### src/rtl/input_cond.sv
// input_cond: synchronizes, debounces and edge-detects board inputs, with sticky events and irq.
// Define INPUT_COND_FALL_EVT_EN to make releases (fall) set evt as well as presses.
module input_cond #(
  parameter int WIDTH      = 8,
  parameter int TICK_DIV   = 1000,
  parameter int STABLE_CNT = 4
) (
  input  logic             clk,
  input  logic             reset,
  input  logic [WIDTH-1:0] din,
  input  logic [WIDTH-1:0] evt_clr,
  output logic [WIDTH-1:0] dout,
  output logic [WIDTH-1:0] rise,
  output logic [WIDTH-1:0] fall,
  output logic [WIDTH-1:0] evt,
  output logic             irq,
  output logic             tick
);
  localparam int PW = TICK_DIV > 1 ? $clog2(TICK_DIV) : 1;
  localparam logic [PW-1:0] PRE_MAX = PW'(TICK_DIV - 1);
  localparam logic [3:0] CNT_MAX = 4'(STABLE_CNT - 1);
  logic [PW-1:0] pre_q, pre_d;
  logic tick_q, tick_d, irq_q, irq_d;
  logic [WIDTH-1:0] sync_q, s_q, dout_q, dout_d, rise_q, rise_d, fall_q, fall_d, evt_q, evt_d;
  logic [3:0] cnt_q [WIDTH];
  logic [3:0] cnt_d [WIDTH];
  always_comb begin
    pre_d  = pre_q == PRE_MAX ? '0 : pre_q + 1'b1;
    tick_d = pre_q == PRE_MAX;
    dout_d = dout_q;
    for (int i = 0; i < WIDTH; i++) begin
      cnt_d[i] = cnt_q[i];
      if (tick_q) begin
        if (s_q[i] == dout_q[i]) cnt_d[i] = '0;
        else if (cnt_q[i] == CNT_MAX) begin
          dout_d[i] = s_q[i];
          cnt_d[i]  = '0;
        end else cnt_d[i] = cnt_q[i] + 4'd1;
      end
    end
    rise_d = dout_d & ~dout_q;
    fall_d = ~dout_d & dout_q;
    // set sources are OR'd after the clear so a same-cycle event is never lost
`ifdef INPUT_COND_FALL_EVT_EN
    evt_d = (evt_q & ~evt_clr) | rise_q | fall_q;
`else
    evt_d = (evt_q & ~evt_clr) | rise_q;
`endif
    irq_d = |evt_d;
  end
  always_ff @(posedge clk) begin
    if (reset) begin
      pre_q  <= '0;
      tick_q <= 1'b0;
      sync_q <= '0;
      s_q    <= '0;
      dout_q <= '0;
      rise_q <= '0;
      fall_q <= '0;
      evt_q  <= '0;
      irq_q  <= 1'b0;
      cnt_q  <= '{default: '0};
    end else begin
      pre_q  <= pre_d;
      tick_q <= tick_d;
      sync_q <= din;
      s_q    <= sync_q;
      dout_q <= dout_d;
      rise_q <= rise_d;
      fall_q <= fall_d;
      evt_q  <= evt_d;
      irq_q  <= irq_d;
      cnt_q  <= cnt_d;
    end
  end
  assign dout = dout_q;
  assign rise = rise_q;
  assign fall = fall_q;
  assign evt  = evt_q;
  assign irq  = irq_q;
  assign tick = tick_q;
endmodule

### config.mk
export PLATFORM = sky130hd
export DESIGN_NAME = input_cond
export DESIGN_NICKNAME = d
export VERILOG_FILES = /design/src/rtl/input_cond.sv
export SDC_FILE = /design/constraint.sdc
export NUM_CORES = 1
export LEC_CHECK = 0
export CORE_MARGIN = 5
export CORE_UTILIZATION = 25
export CTS_CLUSTER_DIAMETER = 120
export DETAILED_ROUTE_END_ITERATION = 12
export DONT_BUFFER_PORTS = 1
export PLACE_DENSITY = 0.46
export SLEW_MARGIN = 5
export SYNTH_ARGS = -nofsm -noshare
export SYNTH_HDL_FRONTEND = slang
export SYNTH_SLANG_ARGS = --single-unit
### constraint.sdc
create_clock -name clk -period 2.3 [get_ports clk]
set_input_delay 0.575 -clock clk [delete_from_list [all_inputs] [get_ports clk]]
set_output_delay 0.575 -clock clk [all_outputs]
set_load 0.02 [all_outputs]
; Word-level counts from Yosys, hierarchy flattened
; Cells that the tools add are included.
[totals]
elab_cells = 92
memories = 0
rom_bits = 0
ram_bits = 0
reg_bits = 92
latch_bits = 0
inputBits = 18
[classes]
div = 0
magnitude_cmp = 0
reduce_logical = 2
bitwise_logic = 7
n_eq_ne = 17
addsub = 9
shift = 0
muxes = 40
multipliers = 0
[ops]
columns = op, count
row1 = 2-to-1 mux 4 bit, 16
row2 = "adder 4 x 1 -> 4 bit, second input constant", 8
row3 = "equality test 4 x 2 -> 1 bit, second input constant", 8
row4 = bitwise AND 8 bit, 3
row5 = 2-to-1 mux 1 bit, 24
row6 = NOT 8 bit, 3
row7 = "adder 10 x 1 -> 10 bit, second input constant", 1
row8 = "equality test 10 bit, second input constant", 1
row9 = equality test 1 bit, 8
row10 = OR 8 bit, 1
row11 = OR reduction 8 bit, 1
row12 = OR reduction 2 bit, 1

; Logic depth before layout (Yosys ltp)
; Gate-level depths: netlist of the first run.
[logic_depth]
depth_word = 6
mapped_depth = 5
mapped_depth_nobuf = 4

; Worst setup path before layout of the first run
; No wires, ideal clock.
[synth_timing]
kind = in2reg
startpoint = input port reset
endpoint = register cnt_q[10] (netlist name)
slack_ns = 1.041
t_arrival_ns = 1.128
t_required_ns = 2.170
cell_stages = 3
cell_sequence = buf_2 -> buf_1 -> o32ai_1
[synth_rtl]
columns = element, line
row1 = "start, declared", 9  ; input logic reset,
row2 = "end signal, assigned", 73  ; cnt_q <= cnt_d;
row3 = "end, declared", 25  ; logic [3:0] cnt_q [WIDTH];
; No word-level cell between the ends.

; Worst setup path after layout of the first run
[layout_timing]
startpoint = register evt_q[3], in the netlist evt[3]
endpoint = register irq_q, in the netlist irq
[layout_between]
elab_chain_cells = 3
[layout_lines]
columns = element, line
row1 = "start, declared", 24  ; logic [WIDTH-1:0] sync_q, s_q, dout_q, dout_d, rise_q, rise_d, fall_q, fall_d, evt_q, evt_d;
row2 = "start signal, assigned", 71  ; evt_q <= evt_d;
row3 = bitwise AND 8 bit, 47  ; evt_d = (evt_q & ~evt_clr) | rise_q;
row4 = OR 8 bit, 47
row5 = OR reduction 8 bit, 49  ; irq_d = |evt_d;
row6 = "end signal, assigned", 72  ; irq_q <= irq_d;
row7 = "end, declared", 23  ; logic tick_q, tick_d, irq_q, irq_d;
; Every way passes these cells.
; A chain may end at the register's enable or synchronous reset.

==> impl_table.tex, run 1 <==
\begin{tabular}{lr}
\hline
Metric & Value \\
\hline
\multicolumn{2}{l}{\textbf{Synth}} \\
Post-synthesis sequential area ratio & 46.1\% \\
Simple logic cell fraction of the synthesized area & 28.8\% \\
Share of the synthesized area in the top cell type & 46.1\% \\
Post-synthesis net count & 428 \\
Adder-Cell Fraction of Synth Area & 2.82\% \\
Complex-gate fraction of the synthesized area & 13.0\% \\
Post-synthesis sequential element count & 92 \\
Proportion of synthesized flip-flops having asynchronous set or reset & 0\% \\
Most instantiated library cell after synthesis & dfxtp\_1 \\
Post-synthesis cell count & 401 \\
Top\_reg\_cell synth & dfxtp\_1 \\
Number of synthesized flops with an enable pin & 0 \\
Top cell types by occurrence after synthesis & dfxtp\_1 (92), inv\_1 (29), a21oi\_1 (24), nor2b\_1 (20), nor2\_1 (18) \\
Yosys warning total & 0 \\
Area leader, netlist & dfxtp\_1 \\
Synthesized area & 4000 um\^{}2 \\
Portion of netlist area occupied by mux cells & 1.75\% \\
Post-synth cell types & 47 \\
Combinational family with the most area after synthesis & simple AND/OR/NAND/NOR gates \\
Top cells by area in the synthesized netlist & dfxtp\_1 (46\%), nor3b\_2 (4.4\%), nor2b\_1 (3.1\%) \\
Per-instance average area after synthesis & 9.96 um\^{}2 \\
Post-synthesis share of cell area spent on xor and xnor gates & 2.85\% \\
\multicolumn{2}{l}{\textbf{Setup path}} \\
Launching element of the worst setup path & evt[3] \\
Worst Path Required & 2.50 ns \\
Reg-to-Reg Start & evt[3] \\
Cell-by-cell listing of the critical path & nor2b\_1 -> a2111oi\_0 -> a41oi\_1 \\
Crit Path Max Fanout & 2 \\
Peak per-stage delay on the critical path & 0.66 ns \\
Crit end category & register \\
Data arrival time of the critical path & 1.72 ns \\
Critical path startpoint category & register \\
Endpoint of the worst register-to-register path & irq \\
Capture point of the critical path & irq \\
Crit path max-delay cell type & a2111oi\_0 \\
Crit Path Category & register to register \\
Count of cells along the worst register-to-register path & 3 \\
Worst R2R Setup Slack & 0.78 ns \\
\multicolumn{2}{l}{\textbf{Pwr}} \\
Total leakage power & 1.54 nW \\
Power density over the cells & 669 nW/um\^{}2 \\
Maximum resistive drop on vdd & 326 uV \\
\multicolumn{2}{l}{\textbf{Placed design}} \\
Number of I/O port buffers & 0 \\
Post-DP HPWL & 5390 um \\
Final weighted congestion in routability-driven placement & 0.745 \\
\multicolumn{2}{l}{\textbf{Drt}} \\
Via-to-Cell Ratio & 4.51 \\
Detailed-route via count & 2795 \\
Detailed-route DRC error count & 0 \\
Antenna viol nets, final & 0 \\
Wire length after detailed routing & 8090 um \\
Average routed wire per standard cell & 13.1 um \\
Violation count after the first detailed-routing iteration & 96 \\
DRT Pass-1 Iters & 4 \\
\multicolumn{2}{l}{\textbf{Layout}} \\
Area used by multi-input combinational logic & 1970 um\^{}2 \\
Final antenna diode count & 0 \\
Number of filler cells placed in the layout & 1673 \\
Number of nets in the finished design & 426 \\
Sequential standard cell area & 1840 um\^{}2 \\
Layout cells sized above 1 & 10.4\% \\
Synthesis-to-layout area growth & 12.6\% \\
Final core utilization & 28.5\% \\
\multicolumn{2}{l}{\textbf{Global route}} \\
Grt total ovfl & 0 \\
Wire length of the first global-routing pass & 13300 um \\
Via count of the first global-routing pass & 2659 \\
Initial antenna violation count & 0 \\
Global-route total usage across every layer & 9.29\% \\
Pin count of the biggest net entering global routing & 77 \\
\multicolumn{2}{l}{\textbf{Floorplanning}} \\
Ports placed on the boundary & 52 \\
Num rows & 46 \\
Full die area & 18600 um\^{}2 \\
Die height & 136 um \\
Die W & 136 um \\
Initial core utilization & 25.3\% \\
Core Box Area & 15800 um\^{}2 \\
\multicolumn{2}{l}{\textbf{Clock network}} \\
CTS tree & built \\
Count of clock tree sinks & 92 \\
Clock root buffer & clkbuf\_16 \\
Number of instances resized during post-cts repair & 0 \\
CTS buffer count & 9 \\
Post-CTS repair timing setup buffer count & 0 \\
Hold buffer count at cts & 0 \\
CTS clk-pin slew, worst paths & 0.07 ns \\
Maximum number of buffers from clock root to sink & 2 \\
Worst-Skew Late Latency & 0.35 ns \\
CTS H-tree depth & 3 \\
\multicolumn{2}{l}{\textbf{Outcome}} \\
Status & finished, final reports clean \\
\multicolumn{2}{l}{\textbf{Flow run}} \\
Max capacitance violation total & 0 \\
\multicolumn{2}{l}{\textbf{Min path}} \\
Worst Hold Class & input port to register \\
\multicolumn{2}{l}{\textbf{Timing}} \\
Transition time at the pin with the least slew margin & 0.756 ns \\
Worst clock skew & 0.0106 ns \\
Slew Limit Headroom & 48.3\% \\
Total negative slack & 0 ns \\
Final-report hold violation count & 0 \\
Setup repair after global routing missed its margin & false \\
Count of final max-slew check failures & 0 \\
Final setup violating endpoints & 0 \\
Highest attainable clock frequency & 656 MHz \\
Crit path time final & 1.52 ns \\
Final clock period utilization by the worst path & 66.3\% \\
\hline
\end{tabular}
-- placed cells by master, fill, tap and decap left out, drive strengths merged, types with 11 or more instances in the layout --
cell type and instances:
clkbuf 14, nand2b 24, dfxtp 92, nor2 18
a21oi 24, nor3b 14, nor2b 20, nand3 18
nand2 11, inv 30, o32ai 14, a21boi 14
-- where the power goes --
group          internal, mW  total, mW  switching [mW]
registers              1.61       1.62          0.0132
logic                0.0186     0.0424          0.0238
clock network         0.760       1.34           0.582
-- through the flow --
step	cell area (um^2)	instances	setup WS (ns)	hold WS, ns	power [mW]
detailed placement	4230	604	0.630	0.426	1.70
global route	4500	620	0.638	0.289	3.15
CTS	4500	620	0.729	0.292	3.08
global placement	4230	604	0.622	0.419	1.70
floorplan	4000	401	1.04	0.414	1.71
finish	4500	620	0.775	0.309	3.01
-- worst min-delay path by stage --
stage,start,end,slack (ns),depth (start not counted)
floorplan,sync_q[0],s_q[0],0.41,1
global placement,sync_q[6],s_q[6],0.42,1
detailed placement,sync_q[6],s_q[6],0.43,1
CTS,reset,cnt_q[16],0.29,1
global route,reset,cnt_q[4],0.29,1
finish,reset,sync_q[1],0.31,1
-- state kept, by name, summed over array words and instances, names as in the netlist --
signal and flops:
pre_q 10, cnt_q 32, tick 1, dout 8
fall 8, s_q 8, rise 8, irq 1
sync_q 8, evt 8
-- routing by layer --
metal  GRT usage, %  vias to the layer above  wire length (um)  share of wire, %
li1               -                     1426                 -                 -
met1           11.1                     1307              3820                47
met2           14.7                       49              3590                44
met3           3.96                       13               532               6.6
met4           3.86                        0               155               1.9
met5              0                        -                 0                 0
-- cell type report --
class                           count  share of cell area (%)
Clock buffer                       14                    5.65
Sequential cell                    92                    41.0
Timing Repair Buffer                4                   0.946
Tap cell                          216                    6.01
Multi-Input combinational cell    262                    43.7
Inverter                           30                    2.50
Clock inverter                      2                   0.223
-- worst max-delay path: cells and delay by family, from the launching register on --
family | cells | cell delay, ns
flip-flops | 1 | 0.37
AND/OR/NAND/NOR | 1 | 0.17
AO/OA/AOI/OAI | 2 | 0.84
-- cells by family after synthesis --
logic type,count (synthesis)
muxes,7
buffers and inverters,47
and+or+nand+nor,159
AOI/OAI and AO/OA,74
adders and majority gates,9
DFF,92
xor gates and xnor gates,13
Power figures use the tool's default switching activity.
==> inputs of run 2 (changes only) <==
--- a/config.mk
+++ b/config.mk
@@ -5,6 +5,7 @@
 export SDC_FILE = /design/constraint.sdc
 export NUM_CORES = 1
 export LEC_CHECK = 0
+export ABC_AREA = 1
 export CORE_MARGIN = 5
 export CORE_UTILIZATION = 25
 export CTS_CLUSTER_DIAMETER = 120
==> constraint.sdc (replaced) <==
create_clock -name clk -period 1.46 [get_ports clk]
set_input_delay 0.365 -clock clk [delete_from_list [all_inputs] [get_ports clk]]
set_output_delay 0.365 -clock clk [all_outputs]
set_load 0.02 [all_outputs]
==> run 2 against run 1 <==
  * Core utilization rose by 0.57 points
  * Sequential share of layout area is 1.1 points higher
  * Via count is 13% higher
  * Synthesized cell count is 29% higher
  * Hold slack lost 0.21 ns
  * Global-route usage up 0.11 points
  * Highest routed layer unchanged
==> impl_table.tex, run 2 <==
\begin{tabular}{lr}
\hline
Metric & Value \\
\hline
\multicolumn{2}{l}{\textbf{Outcome}} \\
Status & finished, final reports clean \\
\multicolumn{2}{l}{\textbf{Timing}} \\
Highest attainable clock frequency & 731 MHz \\
Worst-case hold slack & 0.0961 ns \\
Worst clock skew & 0.00668 ns \\
Transition time at the pin with the least slew margin & 0.351 ns \\
Count of final max-slew check failures & 0 \\
Total negative slack & 0 ns \\
Post-layout worst setup margin & 0.0919 ns \\
Setup repair after global routing missed its margin & false \\
Crit path time final & 1.37 ns \\
Final clock period utilization by the worst path & 93.7\% \\
Final setup violating endpoints & 0 \\
Slew Limit Headroom & 76.6\% \\
Final-report hold violation count & 0 \\
\multicolumn{2}{l}{\textbf{Min path}} \\
Worst hold path stage count & 1 \\
Hold Path Sink & cnt\_q[19] \\
Source of the worst hold timing path & reset \\
Worst Hold Class & input port to register \\
\multicolumn{2}{l}{\textbf{Clock network}} \\
CTS H-tree depth & 3 \\
Clock root buffer & clkbuf\_16 \\
Number of instances resized during post-cts repair & 1 \\
CTS tree & built \\
Worst-Skew Late Latency & 0.35 ns \\
Count of clock tree sinks & 92 \\
Post-CTS repair timing setup buffer count & 0 \\
Maximum number of buffers from clock root to sink & 2 \\
CTS clk-pin slew, worst paths & 0.07 ns \\
Hold buffer count at cts & 0 \\
CTS buffer count & 9 \\
\multicolumn{2}{l}{\textbf{Layout}} \\
Non-filler cells in the finished layout & 722 \\
Register with the most flip-flops & cnt\_q \\
Number of nets in the finished design & 556 \\
Layout cells sized above 1 & 7.49\% \\
Synthesis-to-layout area growth & 14.7\% \\
Design Area, Final & 4390 um\^{}2 \\
Commonest cells after routing, fill and taps aside & nand2\_1 (114), dfxtp\_1 (91), inv\_1 (78) \\
Largest registers & cnt\_q (32), pre\_q (10) \\
Final core utilization & 29.1\% \\
Commonest non-fill, non-tap cell in the layout & nand2\_1 \\
Number of flip-flops in the largest register & 32 \\
Final antenna diode count & 0 \\
\multicolumn{2}{l}{\textbf{Synth}} \\
Post-synthesis sequential area ratio & 48.1\% \\
Yosys warning total & 0 \\
Per-instance average area after synthesis & 7.37 um\^{}2 \\
Post-synthesis cell count & 519 \\
Synthesized area & 3830 um\^{}2 \\
Post-synthesis net count & 546 \\
Share of the synthesized area in the top cell type & 48.1\% \\
Most instantiated library cell after synthesis & nand2\_1 \\
Post-synth cell types & 26 \\
Number of synthesized flops with an enable pin & 0 \\
Top cells by area in the synthesized netlist & dfxtp\_1 (48\%), nand2\_1 (11\%), inv\_1 (7.6\%) \\
Area leader, netlist & dfxtp\_1 \\
Proportion of synthesized flip-flops having asynchronous set or reset & 0\% \\
Top\_reg\_cell synth & dfxtp\_1 \\
Top cell types by occurrence after synthesis & nand2\_1 (114), dfxtp\_1 (92), inv\_1 (78), nor2\_1 (64), nand3\_1 (39) \\
Post-synthesis sequential element count & 92 \\
\multicolumn{2}{l}{\textbf{Placed design}} \\
Final weighted congestion in routability-driven placement & 0.728 \\
Placed inst area & 4090 um\^{}2 \\
Post-place setup slack & 0.178 ns \\
Post-DP HPWL & 5550 um \\
Number of I/O port buffers & 0 \\
Cell total after placement & 706 \\
\multicolumn{2}{l}{\textbf{Setup path}} \\
Category of cells accounting for the largest share of critical-path delay & flip-flops \\
Worst Path Required & 1.10 ns \\
Count of cells along the worst register-to-register path & 6 \\
Data arrival time of the critical path & 1.00 ns \\
Crit path max-delay cell type & dfxtp\_4 \\
Cell-by-cell listing of the critical path & buf\_4 \\
Peak per-stage delay on the critical path & 0.46 ns \\
Reg-to-Reg Start & pre\_q[0] \\
Count of buffering cells on the critical path with inverters included & 1 \\
Endpoint of the worst register-to-register path & pre\_q[8] \\
Worst R2R Setup Slack & 0.17 ns \\
Crit Path Max Fanout & 16 \\
Crit Path Category & register to primary output \\
Crit end category & primary output \\
Critical path startpoint category & register \\
\multicolumn{2}{l}{\textbf{Floorplanning}} \\
Die W & 134 um \\
Ports placed on the boundary & 52 \\
Full die area & 17900 um\^{}2 \\
Initial core utilization & 25.4\% \\
Core Box Area & 15100 um\^{}2 \\
Die height & 134 um \\
Num rows & 45 \\
\multicolumn{2}{l}{\textbf{Drt}} \\
Via-to-Cell Ratio & 4.36 \\
Detailed-route DRC error count & 0 \\
Detailed-route via count & 3145 \\
Antenna viol nets, final & 0 \\
Average routed wire per standard cell & 11.0 um \\
Wire length after detailed routing & 7920 um \\
Violation count after the first detailed-routing iteration & 119 \\
DRT Pass-1 Iters & 4 \\
\multicolumn{2}{l}{\textbf{Flow run}} \\
Max capacitance violation total & 0 \\
\multicolumn{2}{l}{\textbf{Pwr}} \\
Total leakage power & 1.80 nW \\
Maximum resistive drop on vdd & 527 uV \\
Power density over the cells & 1130 nW/um\^{}2 \\
Total power draw & 4.97 mW \\
\multicolumn{2}{l}{\textbf{Global route}} \\
Initial antenna violation count & 0 \\
Wire length of the first global-routing pass & 13500 um \\
Via count of the first global-routing pass & 2911 \\
Pin count of the biggest net entering global routing & 76 \\
Global-route total usage across every layer & 9.40\% \\
Grt total ovfl & 0 \\
\hline
\end{tabular}
[run 2: changes by cell type after synthesis, sizes merged, moves of 17 or more]
cell | previous run | this run
nor2b | 20 | 0
nand2 | 11 | 117
inv | 30 | 79
nor3 | 1 | 18
nand2b | 24 | 0
nor2 | 18 | 67
nand3 | 18 | 39
[run 2: power breakdown]
part	switching [mW]	total [mW]	internal (mW)	leakage [nW]
clock network	1.01	2.35	1.33	0.138
registers	0.0161	2.55	2.53	0.746
logic	0.0459	0.0730	0.0271	0.920
total	1.08	4.97	3.90	1.80
[run 2: how the worst max path moves through the flow]
stage                  start  endpoint  slack (ns)  cells past startpoint
finish                  tick      tick        0.09                      1
global route            tick      tick        0.03                      1
CTS                     tick      tick        0.06                      1
detailed placement  pre_q[0]  pre_q[8]        0.18                      6
global placement        tick   dout[5]        0.20                      4
floorplan           pre_q[0]  pre_q[5]        0.31                      6
[run 2: cell families after synthesis]
group	count (synthesis)	synth area share, %
buf+inv	94	10.2
simple gates	260	29.4
compound gates	57	7.71
xor+xnor	7	1.60
fa+ha+maj	9	2.94
flops	92	48.1
[run 2: worst register-to-register path, cell delays in order (launching register included)]
cell     delay (ns)
dfxtp_1        0.37
ha_1           0.24
nand2_2        0.08
nor2_1         0.14
nand4_2        0.15
nand2_4        0.15
nor2_1         0.07
[run 2: layout make-up]
| cell class | count | area [um^2] |
|---|---|---|
| fill | 1646 | 10700 |
| sequential | 92 | 1850 |
| multi-input combinational | 333 | 1600 |
| inverter | 79 | 297 |
| tap | 188 | 235 |
| clock buffer | 9 | 225 |
| timing repair buffer | 14 | 118 |
| clock inverter | 7 | 75.1 |
[run 2: layer usage]
metal	up-vias	global-route usage, %	wire length, um
li1	1663	-	-
met1	1420	11.0	3710
met2	50	14.9	3610
met3	12	4.12	454
met4	0	4.40	148
met5	-	0	0
